`config.mk`:
```
export PLATFORM = sky130hd
export DESIGN_NAME = afpm_host_driver
export DESIGN_NICKNAME = d
export VERILOG_FILES = /design/src/rtl/afpm_pkg.sv /design/src/rtl/afpm_host_driver.sv
export SDC_FILE = /design/constraint.sdc
export NUM_CORES = 1
export LEC_CHECK = 0
export CAP_MARGIN = 30
export CORE_ASPECT_RATIO = 1.5
export CORE_MARGIN = 2
export CORE_UTILIZATION = 51
export CTS_BUF_LIST = sky130_fd_sc_hd__clkbuf_4
export DETAILED_ROUTE_END_ITERATION = 10
export PLACE_DENSITY = 0.93
export RECOVER_POWER = 100
export SLEW_MARGIN = 20
export SYNTH_ARGS = -nofsm -noshare
export SYNTH_HDL_FRONTEND = slang
export SYNTH_SLANG_ARGS = --single-unit
```
`constraint.sdc`:
```
create_clock -name clk -period 4.39 [get_ports clk]
set_input_delay 0.439 -clock clk [delete_from_list [all_inputs] [get_ports clk]]
set_output_delay 0.439 -clock clk [all_outputs]
set_load 0.005 [all_outputs]
```
`src/rtl/afpm_pkg.sv`:
```
// Shared types and widths for the logarithmic FP multiplier host driver.
package afpm_pkg;

   localparam int AFPM_BEAT_W    = 8;
   localparam int AFPM_WORD_W    = 16;
   localparam int AFPM_NUM_BEATS = 2;

   typedef enum logic [2:0] {
      ST_IDLE    = 3'd0,
      ST_SEND_LO = 3'd1,
      ST_SEND_HI = 3'd2,
      ST_WAIT    = 3'd3,
      ST_CAP_LO  = 3'd4,
      ST_CAP_HI  = 3'd5,
      ST_DONE    = 3'd6
   } afpm_drv_state_t;

endpackage

```
`src/rtl/afpm_host_driver.sv`:
```
// Host-side initiator for the logarithmic approximate FP multiplier.
// Serializes an operand pair onto the 8-bit pins as two beats (low first),
// waits a fixed latency, captures two result bytes and offers the product.
//
// state    | meaning
// ---------+---------------------------------------------------------------
// IDLE     | ready for an operand pair
// SEND_LO  | low operand bytes on pin_a/pin_b
// SEND_HI  | high operand bytes on pin_a/pin_b
// WAIT     | result latency down-counter running
// CAP_LO   | pin_res sampled into res_data[7:0] at the closing edge
// CAP_HI   | pin_res sampled into res_data[15:8] at the closing edge
// DONE     | product offered, waiting for res_ready
module afpm_host_driver
   import afpm_pkg::*;
#(
   parameter int unsigned RESULT_LAT = 2
) (
   input  logic                   clk,
   input  logic                   rst_n,
   input  logic                   op_valid,
   output logic                   op_ready,
   input  logic [AFPM_WORD_W-1:0] op_a,
   input  logic [AFPM_WORD_W-1:0] op_b,
   output logic [AFPM_BEAT_W-1:0] pin_a,
   output logic [AFPM_BEAT_W-1:0] pin_b,
   input  logic [AFPM_BEAT_W-1:0] pin_res,
   output logic                   res_valid,
   input  logic                   res_ready,
   output logic [AFPM_WORD_W-1:0] res_data,
   output logic                   busy,
   output logic [7:0]             ops_done
);

   // Counter preload; only meaningful when RESULT_LAT > 0.
   localparam logic [3:0] LAT_LOAD = (RESULT_LAT == 0) ? 4'd0 : 4'(RESULT_LAT - 1);

   afpm_drv_state_t        state_q, state_d;
   logic [3:0]             cnt_q, cnt_d;
   logic [AFPM_BEAT_W-1:0] a_hi_q, a_hi_d;
   logic [AFPM_BEAT_W-1:0] b_hi_q, b_hi_d;
   logic [AFPM_BEAT_W-1:0] pin_a_q, pin_a_d;
   logic [AFPM_BEAT_W-1:0] pin_b_q, pin_b_d;
   logic [AFPM_WORD_W-1:0] res_q, res_d;
   logic [7:0]             done_q, done_d;

   // Next-state, beat and capture decode; pins default to 0x00 outside the send beats.
   always_comb begin
      state_d = state_q;
      cnt_d   = cnt_q;
      a_hi_d  = a_hi_q;
      b_hi_d  = b_hi_q;
      pin_a_d = '0;
      pin_b_d = '0;
      res_d   = res_q;
      done_d  = done_q;
      unique case (state_q)
         ST_IDLE: begin
            if (op_valid) begin
               // Low bytes go straight to the pin registers; only the high bytes need holding.
               pin_a_d = op_a[AFPM_BEAT_W-1:0];
               pin_b_d = op_b[AFPM_BEAT_W-1:0];
               a_hi_d  = op_a[AFPM_WORD_W-1:AFPM_BEAT_W];
               b_hi_d  = op_b[AFPM_WORD_W-1:AFPM_BEAT_W];
               state_d = ST_SEND_LO;
            end
         end
         ST_SEND_LO: begin
            pin_a_d = a_hi_q;
            pin_b_d = b_hi_q;
            state_d = ST_SEND_HI;
         end
         ST_SEND_HI: begin
            if (RESULT_LAT == 0) begin
               state_d = ST_CAP_LO;
            end else begin
               cnt_d   = LAT_LOAD;
               state_d = ST_WAIT;
            end
         end
         ST_WAIT: begin
            if (cnt_q == 4'd0) begin
               state_d = ST_CAP_LO;
            end else begin
               cnt_d = cnt_q - 4'd1;
            end
         end
         ST_CAP_LO: begin
            res_d[AFPM_BEAT_W-1:0] = pin_res;
            state_d                = ST_CAP_HI;
         end
         ST_CAP_HI: begin
            res_d[AFPM_WORD_W-1:AFPM_BEAT_W] = pin_res;
            state_d                          = ST_DONE;
         end
         ST_DONE: begin
            if (res_ready) begin
               done_d  = done_q + 8'd1;
               state_d = ST_IDLE;
            end
         end
         default: state_d = ST_IDLE;
      endcase
   end

   // State and datapath registers; reset discards any in-flight operation.
   always_ff @(posedge clk or negedge rst_n) begin
      if (!rst_n) begin
         state_q <= ST_IDLE;
         cnt_q   <= '0;
         a_hi_q  <= '0;
         b_hi_q  <= '0;
         pin_a_q <= '0;
         pin_b_q <= '0;
         res_q   <= '0;
         done_q  <= '0;
      end else begin
         state_q <= state_d;
         cnt_q   <= cnt_d;
         a_hi_q  <= a_hi_d;
         b_hi_q  <= b_hi_d;
         pin_a_q <= pin_a_d;
         pin_b_q <= pin_b_d;
         res_q   <= res_d;
         done_q  <= done_d;
      end
   end

   assign op_ready  = (state_q == ST_IDLE);
   assign busy      = (state_q != ST_IDLE);
   assign res_valid = (state_q == ST_DONE);
   assign pin_a     = pin_a_q;
   assign pin_b     = pin_b_q;
   assign res_data  = res_q;
   assign ops_done  = done_q;

endmodule
```
==> flow_metrics.py <==
metrics = {
    "grt": {
        "grt_overflow": 0,
        "grt_pass1_vias": 1992,
        "grt_use_total_pct": 20.6,
        "grt_max_degree": 64,
        "grt_pass1_wl_um": 9250,
        "antenna_found_initial": 0,
    },
    "detailed_routing": {
        "drtIter0Drc": 82,
        "vias_per_cell": 5.28,
        "wl_per_cell_um": 15.5,
        "final_antenna_net_count": 0,
        "dr.pass1.iters": 4,
        "routed_wl_um": 5560,
        "vias": 1892,
        "drc_errors": 0,
    },
    "synth": {
        "ys_types": 39,
        "synth_top_cell_by_area": "dfrtp_1",
        "yosysSeqAreaShare_pct": 58.6,
        "synthTopCellsByArea": "dfrtp_1 (59%), mux2_2 (8.8%), mux2_4 (6.1%)",
        "synth.top_cells.by_count": "dfrtp_1 (63), mux2_2 (21), nor2_1 (18)",
        "synth.yosys.warnings": 0,
        "yosysMostFrequentCell": "dfrtp_1",
        "syn_inst": 199,
        "synthFlopType": "dfrtp_1",
        "netlist_area_um2": 2690,
        "syn_area_per_cell_um2": 13.5,
        "synth_nets": 246,
        "async_flop_share_pct": 100,
        "synth_top_area_share_pct": 58.6,
        "synth_seq_cells": 63,
        "synth_edf_count": 0,
    },
    "clock_tree": {
        "holdBufCountCts": 0,
        "post_cts.repair.setup_buffers": 0,
        "clock_path_buffers": 2,
        "cts_tree": "done",
        "cts_made_buffers": 9,
        "cts-root-buf": "clkbuf_4",
        "cts_resized": 0,
        "worst_skew_pair.late_latency_ns": 0.39,
        "clkTransAtPathRegs_ns": 0.09,
        "htree_levels": 3,
        "clock-sinks": 63,
    },
    "finish": {
        "nets": 335,
        "diodes": 0,
        "fill_cells": 415,
        "area_delta_synth_final_pct": 33.7,
        "final_area_um2": 3600,
        "layout-drive-gt1-share_pct": 12.8,
    },
    "run_status": {
        "violations": "max-capacitance violations, max-slew violations",
        "status": "complete, but fails checks",
    },
    "sta": {
        "slew-limit-headroom_pct": -1.22,
        "finalClockSkew_ns": 0.0111,
        "grt_setup_unrepaired": "no",
        "final-setup-viol-count": 0,
        "tns_ns": 0,
        "fin_crit_sh_pct": 68.9,
        "hold_viol": 0,
        "fin_crit_ns": 3.02,
        "setup_slack_ns": 1.37,
        "slew_violations": 33,
        "tightest_slew_ns": 1.52,
        "max_freq_mhz": 331,
        "timing.hold.ws_ns": 0.195,
    },
    "setup_path": {
        "worstSetupStartpointType": "flop",
        "rr_worst_depth": 4,
        "worstPathArrival_ns": 3.30,
        "crit_fanout": 33,
        "worstPathRequired_ns": 4.66,
        "rrSetupSlack_ns": 1.37,
        "cp-startpoint": "state_q[0]",
        "cp-endpoint": "a_hi_q[6]",
        "reg2reg_from": "state_q[0]",
        "r2r_end": "a_hi_q[6]",
        "crit_type": "flop to flop",
        "end_kind": "flop",
    },
    "floorplanning": {
        "die_x_um": 63.3,
        "start_util_pct": 52.5,
        "core_area_um2": 5120,
        "dieArea_um2": 5890,
        "die_height_um": 93.0,
        "top_level_ports": 87,
        "rows": 32,
    },
    "placement": {
        "placed_cell_area_um2": 3570,
        "pre_cts_ws_ns": 2.21,
        "gp_congestion": 0.802,
        "dp_hpwl_um": 3980,
        "io_buffer_count": 86,
    },
    "hold_path": {
        "hp-class": "input port to async pin",
    },
    "pwr": {
        "p_per_area_nw_per_um2": 605,
        "leakage_nw": 1.61,
        "ir_drop_v": 0.000327,
    },
    "job": {
        "maxCapViolCount": 1,
    },
}
layout make-up:
type	count	area, µm²	share of cell area (%)
clock inverters	3	37.5	1.04
multi-input cells	120	933	25.9
inverters	5	18.8	0.522
flip-flops and latches	63	1580	43.8
repair buffers	89	871	24.2
well taps	68	85.1	2.37
clock buffers	10	75.1	2.09
worst max-delay path, cell delays in order (launching register included):
cell	delay, ns
dfrtp_1	0.37
clkbuf_1	0.55
nor4b_4	0.41
clkbuf_1	1.13
mux2_2	0.44
flip-flops by register name, indices dropped and copies added (netlist names):
register and count:
a_hi_q 8, b_hi_q 8, cnt_q 4, ops_done 8, pin_a 8, pin_b 8, res_data 16, state_q 3
cell families after synthesis:
| group | synth area share, % |
|---|---|
| buffers and inverters | 3.81 |
| DFF | 58.6 |
| muxes | 16.1 |
| xor gates and xnor gates | 2.28 |
| and+or+nand+nor | 11.5 |
| AOI/OAI and AO/OA | 6.32 |
| adders and majority gates | 1.39 |
through the flow:
step / power [mW] / utilization, % / instances
after floorplan: 1.55 / - / 199
after global placement: 1.94 / 69.7 / 345
after detailed placement: 1.99 / 69.7 / 345
after CTS: 2.35 / 71.9 / 358
after global routing: 2.33 / 70.2 / 358
final: 2.18 / 70.2 / 358
routing by layer:
layer	share of wire, %	track usage, %	vias up
met5	0	0	-
met4	0.70	9.24	0
met3	4.5	5.54	5
met2	53	34.8	73
met1	42	24.7	943
li1	-	-	871
worst min path at each step:
stage | start | endpoint | slack [ns] | depth (start not counted)
after global routing | rst_n | ops_done[4] | 0.25 | 2
after global placement | ops_done[7] | ops_done[7] | 0.46 | 1
after detailed placement | ops_done[7] | ops_done[7] | 0.48 | 1
final | rst_n | ops_done[5] | 0.20 | 2
after CTS | rst_n | res_data[9] | 0.21 | 2
after floorplan | rst_n | a_hi_q[0] | 0.14 | 0
power breakdown:
part	switching [mW]	internal [mW]	total [mW]
clock network	0.180	0.168	0.348
registers	0.146	0.822	0.967
logic	0.368	0.495	0.863
placed cells by master, fill, tap and decap left out, types with 5 or more instances in the layout:
cell type / instances
a22oi_1: 16
clkbuf_4: 10
clkdlybuf4s50_1: 42
dfrtp_1: 63
dlygate4sd3_1: 43
inv_1: 5
mux2_1: 12
mux2_2: 21
nand2_1: 12
nor2_1: 18
Power figures use the tool's default switching activity.
